**src/rtl/regfile_pkg.sv**
```systemverilog
// Shared constants and helpers for the architectural register file and its read ports.
package regfile_pkg;

  localparam int unsigned XLEN_DEF  = 32;
  localparam int unsigned NREG_DEF  = 32;
  localparam int unsigned ZERO_ADDR = 0;

  // Low bit of lane k in a packed bus whose lanes are w bits wide.
  function automatic int unsigned slice_lo(input int unsigned k, input int unsigned w);
    return k * w;
  endfunction

endpackage

```
**src/rtl/reg_read_port.sv**
```systemverilog
// One combinational read port: zero-register masking, write bypass and busy reporting.
module reg_read_port
  import regfile_pkg::*;
#(
  parameter int unsigned XLEN     = 32,
  parameter int unsigned AW       = 5,
  parameter int unsigned BYPASS   = 1,
  parameter int unsigned ZERO_REG = 1
) (
  input  logic [AW-1:0]   ra,
  input  logic            we,
  input  logic [AW-1:0]   wa,
  input  logic [XLEN-1:0] wd,
  input  logic [XLEN-1:0] stored,
  input  logic            stored_busy,
  output logic [XLEN-1:0] rd,
  output logic            rd_busy
);

  logic is_zero;
  logic fwd;

  assign is_zero = (ZERO_REG != 0) && (ra == AW'(ZERO_ADDR));
  assign fwd     = (BYPASS != 0) && we && (wa == ra);

  // Forwarded data is by definition no longer pending, so busy drops with it.
  always_comb begin
    rd      = stored;
    rd_busy = stored_busy;
    if (is_zero) begin
      rd      = '0;
      rd_busy = 1'b0;
    end else if (fwd) begin
      rd      = wd;
      rd_busy = 1'b0;
    end
  end

endmodule

```
**src/rtl/reg_file_sb.sv**
```systemverilog
// Architectural register file with optional hardwired zero, write bypass and busy scoreboard.
module reg_file_sb
  import regfile_pkg::*;
#(
  parameter int unsigned XLEN     = XLEN_DEF,
  parameter int unsigned NREG     = NREG_DEF,
  parameter int unsigned AW       = $clog2(NREG),
  parameter int unsigned NRD      = 2,
  parameter int unsigned BYPASS   = 1,
  parameter int unsigned ZERO_REG = 1
) (
  input  logic                CLK,
  input  logic                RST,
  input  logic                WE3,
  input  logic [AW-1:0]       A3,
  input  logic [XLEN-1:0]     WD3,
  input  logic [NRD*AW-1:0]   RA,
  output logic [NRD*XLEN-1:0] RD,
  output logic [NRD-1:0]      RD_BUSY,
  input  logic                SB_SET,
  input  logic [AW-1:0]       SB_A,
  output logic [NREG-1:0]     BUSY_VEC
);

  logic [XLEN-1:0] regs_q [NREG];
  logic [NREG-1:0] busy_q;
  logic [NREG-1:0] busy_d;
  logic            wr_en;
  logic            we_fwd;

  assign wr_en  = WE3 && !((ZERO_REG != 0) && (A3 == AW'(ZERO_ADDR)));
  // Reset must win over the bypass so outputs read zero while RST is held.
  assign we_fwd = WE3 && !RST;

  always_ff @(posedge CLK or posedge RST) begin
    if (RST) begin
      for (int i = 0; i < NREG; i++) begin
        regs_q[i] <= '0;
      end
    end else if (wr_en) begin
      regs_q[A3] <= WD3;
    end
  end

  // Issue-time set beats writeback clear: the writeback belongs to an older producer.
  always_comb begin
    busy_d = busy_q;
    for (int i = 0; i < NREG; i++) begin
      if (SB_SET && (SB_A == AW'(i))) begin
        busy_d[i] = 1'b1;
      end else if (WE3 && (A3 == AW'(i))) begin
        busy_d[i] = 1'b0;
      end
    end
    if (ZERO_REG != 0) begin
      busy_d[ZERO_ADDR] = 1'b0;
    end
  end

  always_ff @(posedge CLK or posedge RST) begin
    if (RST) begin
      busy_q <= '0;
    end else begin
      busy_q <= busy_d;
    end
  end

  assign BUSY_VEC = busy_q;

  for (genvar k = 0; k < NRD; k++) begin : g_port
    logic [AW-1:0] ra_k;
    assign ra_k = RA[slice_lo(k, AW) +: AW];

    reg_read_port #(
      .XLEN    (XLEN),
      .AW      (AW),
      .BYPASS  (BYPASS),
      .ZERO_REG(ZERO_REG)
    ) u_port (
      .ra         (ra_k),
      .we         (we_fwd),
      .wa         (A3),
      .wd         (WD3),
      .stored     (regs_q[ra_k]),
      .stored_busy(busy_q[ra_k]),
      .rd         (RD[slice_lo(k, XLEN) +: XLEN]),
      .rd_busy    (RD_BUSY[k])
    );
  end

endmodule
```
**config.mk**
```make
export PLATFORM = sky130hd
export DESIGN_NAME = reg_file_sb
export DESIGN_NICKNAME = d
export VERILOG_FILES = /design/src/rtl/regfile_pkg.sv /design/src/rtl/reg_read_port.sv /design/src/rtl/reg_file_sb.sv
export SDC_FILE = /design/constraint.sdc
export NUM_CORES = 2
export LEC_CHECK = 0
export CORE_ASPECT_RATIO = 0.75
export CORE_MARGIN = 2
export CORE_UTILIZATION = 35
export DETAILED_ROUTE_END_ITERATION = 7
export GPL_TIMING_DRIVEN = 1
export PLACE_DENSITY = 0.53
export SYNTH_ARGS = -nofsm -noshare
export SYNTH_HDL_FRONTEND = slang
export SYNTH_HIERARCHICAL = 1
export SYNTH_SLANG_ARGS = --single-unit
```
**constraint.sdc**
```tcl
create_clock -name CLK -period 46.5 [get_ports CLK]
set_clock_uncertainty 0.1 [all_clocks]
set_input_delay 13.95 -clock CLK [delete_from_list [all_inputs] [get_ports CLK]]
set_output_delay 13.95 -clock CLK [all_outputs]
set_load 0.02 [all_outputs]
```
* Word level (Yosys, flattened, before mapping) *
Cells that the tools add are included.
W data, S select, Z words.

storage, ports and cells
  logic and storage cells = 322
  bits in registers = 1,055
  bits of input ports = 56

cells by class
  bitwise logic cells = 3
  eq/ne operators = 64
  reduce and logical (&&, ||, !) cells = 103
  $lt $le $gt $ge = 6
  mux-type cells = 83

operators by type and width
  kind                  number
  $bwmux W1024          1
  $bmux W32 S5          2
  $mux W32              9
  $demux W32 S5         1
  $eq A5 B5 Y1 const B  32
  $eq A5 B4 Y1 const B  16
  $mux W1               68
  $logic_and A1 B1 Y1   67
  $reduce_bool A2 Y1    31
  $eq A5 B3 Y1 const B  8
  $eq A5 B2 Y1 const B  4
  $ge A6 B6 Y1 const B  3
  $not A5 Y6            3
  $logic_not A5 Y1      3
  $lt A5 B6 Y1 const B  2
  $bmux W1 S5           2
  $eq A5 B1 Y1 const B  2
  $eq A5 B5 Y1          2
  $lt A6 B1 Y1 const B  1
  $logic_not A1 Y1      2

* Logic depth before layout (Yosys ltp) *
  word-level depth = 6
  depth in mapped cells = 9

* Modules after synthesis *
The synthesis kept the hierarchy.

by module, submodules not included
  module         sequential area each (sq um)  area an instance (sq um)  cells each  instances
  reg_file_sb    26,400.3                      54,282.1                  3,484       1
  reg_read_port  0.0                           778.2                     126         2

* Worst setup path before layout *
OpenSTA, ideal clock, no wires.

  kind = input -> output
  start point = input port RA[6]
  end point = output port RD[32]
  slack = 16.805 ns
  buffers on the path = 3
  required time = 32.450 ns
  arrival = 15.645 ns
  cell stages on the path = 8
  cell sequence = buf_2 buf_2 buf_4 mux4_2 o22ai_1 nor4_1 nand2_1 o21ai_0

on the way
  longest elaborated chain between the ends = 6
  elaborated cells on any way between the ends = 9
  classes of those cells = eq/ne (1); mux (5); bitwise (1); reduce/logical (2)

ends and longest elaborated chain
  what                                         line                 text
  start, declared                              reg_file_sb.sv:17    input logic [NRD*AW-1:0] RA,
  $not A5 Y6 (implied by the code)             reg_file_sb.sv:84    .stored (regs_q[ra_k]),
  $bmux W32 S5                                 reg_file_sb.sv:84
  $mux W32 (implied by the code) (2 in a row)  reg_file_sb.sv:84
  $mux W32                                     reg_read_port.sv:33  end else if (fwd) begin
  $mux W32 *                                   reg_read_port.sv:30  if (is_zero) begin
  end, declared                                reg_file_sb.sv:18    output logic [NRD*XLEN-1:0] RD,

Every way passes the cells marked *; elsewhere a longest branch is shown, timed or not. The select of a mux whose other input is x is not followed.

* Worst setup path after layout *
  start point = input port RA[4]
  end point = output port RD[0]

Same word-level chain as after synthesis.

==> results.tsv <==
metric	value	unit
outcome	finished, final reports clean	
synth_cell_types	43	
holdCritStartpoint	regs_q[999]	
synthCells	3736	
rsz0062_at_grt	false	
dr_total_vias	36952	
drive_above_1_share	51.09	%
core_area	157800	µm²
critical_path.startpoint	RA[4]	
power_frac_seq	44.2	%
synth-main-ff-cell	dfrtp_1	
placementRows	126	
fin_cells	5865	
cap_viol_max_count	0	
postCtsHoldBufs	0	
critical_path_peak_fanout	28	
hp-class	reg -> reg	
yosys-top-cells-area	dfrtp_1 (47%), mux4_2 (21%), mux2_2 (20%)	
cts_buffer_depth	3	
max_freq	30.56	MHz
met2WireLength	90640	µm
power_frac_comb	21.5	%
io_pins	154	
total_power	2.778	mW
antenna_found_initial	3	
leakage	26.31	nW
p_switching	787.2	µW
cts_tree	yes	
setup_viol	0	
grt_overflow_total	0	
dr_wl_met3	14320	µm
clkTransAtPathRegs	0.06	ns
switching_share	28.33	%
internal-power	1.991	mW
cts_setup_buffers	0	
die_height	349.9	µm
worstHoldEndpoint	regs_q[999]	
p_per_area	44.10	nW/µm²
worst_setup_path_start_kind	input pin	
grt_start_max_net_pins	164	
fin_crit_sh	70.37	%
r2r_setup_slack	45.54	ns
cts_inserted_buffers	111	
cts-root-buf	clkbuf_16	
route.detailed.drc	0	
wl_per_cell	34.35	µm
yosysWarnings	6	
start_util	35.38	%
r2r_cells	1	
insertion_delay	0.74	ns
die_w	465.2	µm
r2r-start	BUSY_VEC[18]	
maxSlewHeadroom	11.48	%
grtUsageTotal	24.59	%
htreeDepth	3	
crit_type	in -> out	
preCtsSetupSlack	13.79	ns
grt_pass1_wl	287700	µm
p_clk_share	34.2	%
place_hpwl	110200	µm
async_reset_ff_share	100.0	%
grt_pass1_vias	36437	
die-area	162800	µm²
first_iter_violations	4023	
finalSetupTns	0	ns
hold_viol	0	
maxSlewViolCount	0	
wl	201500	µm
dr.max_layer_used	met5	
fin_crit	32.72	ns
ys_seq_area_share	47.28	%
post_cts_resized	0	
cp.arrival	18.67	ns
end_kind	output pin	
dp.cells	5660	
met1Wirelength	88870	µm
dr.pass1.iters	7	
syn_area_per_cell	14.95	µm²
vdd_ir_drop_max	0.03260	mV
hold_depth	0	
yosysTopAreaCell	dfrtp_1	
cts.sinks	1055	
nNetsFinal	3717	
viasPerCell	6.300	
synth_top_area_share	47.28	%
tightestPinTransition	1.316	ns
synth_edf_count	0	
r2r-end	BUSY_VEC[18]	
fin_ws	13.78	ns
cp_data_required_time	32.45	ns
ys_seq_elements	1055	
ant_nets	0	
netlist_area	55840	µm²
io_buffers	152	
nFillCells	14548	
syn_nets	3792	
place_congestion	0.8132	
area_growth	12.83	%
cells in the mapped netlist (7+ instances only):
library cell and instances:
nand3_1 15, buf_4 31, mux2_2 997, buf_2 134
mux2i_1 9, o21ai_2 58, buf_6 14, inv_1 8
mux4_2 518, nor2b_1 11, nor2_1 22, dfrtp_1 1055
clkbuf_1 239, nand2_1 97, nor4_1 64, buf_1 22
o22ai_1 256, or3_1 7, nand2b_1 8, a22o_1 8
o21ai_0 32, nand4_1 72
layout make-up:
cell class	instances	area (µm²)	area share, %
multi-input combinational	2233	27700	43.97
sequential	1055	26400	41.90
clock buffer	170	3352	5.320
tap	2112	2643	4.194
timing repair buffer	252	2355	3.738
clock inverter	34	510.5	0.8103
inverter	8	37.54	0.05958
antenna	1	2.502	0.003972
cells in the final DEF (no fill, tap or decap), types with 4 or more instances in the layout:
cell type,n
mux2_1,4
o31ai_1,5
clkbuf_1,26
mux4_2,518
a22o_1,8
nor2_4,14
mux2i_1,9
bufinv_16,11
o21ai_2,58
o22ai_1,256
buf_4,95
nand3_4,4
nor2b_1,11
nand2_1,78
buf_12,5
clkbuf_8,31
nand2_2,6
xor2_1,4
clkinv_2,15
a32o_1,5
o21ai_0,32
nand3b_1,6
o31a_1,4
nor4_1,63
buf_8,4
nand2_4,13
nand4_1,72
dfrtp_1,1055
clkbuf_16,113
inv_1,7
nand3_1,9
nor2_1,10
mux2_2,997
xnor2_1,6
clkdlybuf4s50_1,148
nand2b_2,4
worst max-delay path, cell delays in order:
cell	delay (ns)
clkdlybuf4s50_1	0.96
nand3b_1	0.60
buf_4	0.71
o22ai_1	0.13
nor4_1	1.12
nand2_1	0.11
o21ai_0	0.34
clkdlybuf4s50_1	0.68
routing by layer:
metal / vias to the layer above / GRT usage [%]
met3: 383 / 4.504
li1: 14520 / -
met4: 6 / 8.561
met5: - / 0.2331
met1: 20431 / 35.59
met2: 1612 / 37.02
worst max-delay path by stage:
stage	cells past startpoint	slack [ns]	endpoint
2_1_floorplan	1	2.75	BUSY_VEC[10]
3_3_place_gp	9	13.81	RD[63]
3_5_place_dp	9	13.79	RD[63]
4_1_cts	9	13.79	RD[63]
5_1_grt	9	13.63	RD[63]
6_report	8	13.78	RD[0]
through the flow:
stage          instance area (µm²)  util [%]  hold slack (ns)
2_1_floorplan                55840         -           0.3413
3_3_place_gp                 59140     37.47           0.2763
3_5_place_dp                 59140     37.47           0.2833
4_1_cts                      63000     39.92           0.2968
5_1_grt                      63000     39.92           0.3066
6_report                     63000     39.92           0.2907
flip-flops by register name, indices dropped and copies added, names as in the netlist:
signal / cells
regs_q: 1024
BUSY_VEC: 31
power groups by stage:
stage | combinational [mW] | sequential (mW) | clock, mW
3_5_place_dp | 0.597 | 1.24 | 0
6_report | 0.598 | 1.23 | 0.952
3_3_place_gp | 0.592 | 1.23 | 0
5_1_grt | 0.632 | 1.25 | 1.01
2_1_floorplan | 0.431 | 1.20 | 0
4_1_cts | 0.599 | 1.22 | 0.970
kinds of logic (layout without fill, tap and decap cells):
group / after synthesis / after routing / share of synthesized area (%)
other: 1 / 2 / 0.006716
DFF: 1055 / 1055 / 47.28
muxes: 1528 / 1528 / 41.24
buffers and inverters: 448 / 464 / 3.708
and+or+nand+nor: 321 / 321 / 3.119
AOI/OAI and AO/OA: 373 / 373 / 4.488
xor gates and xnor gates: 10 / 10 / 0.1568
Note: power is estimated with default switching activity, not from simulation.
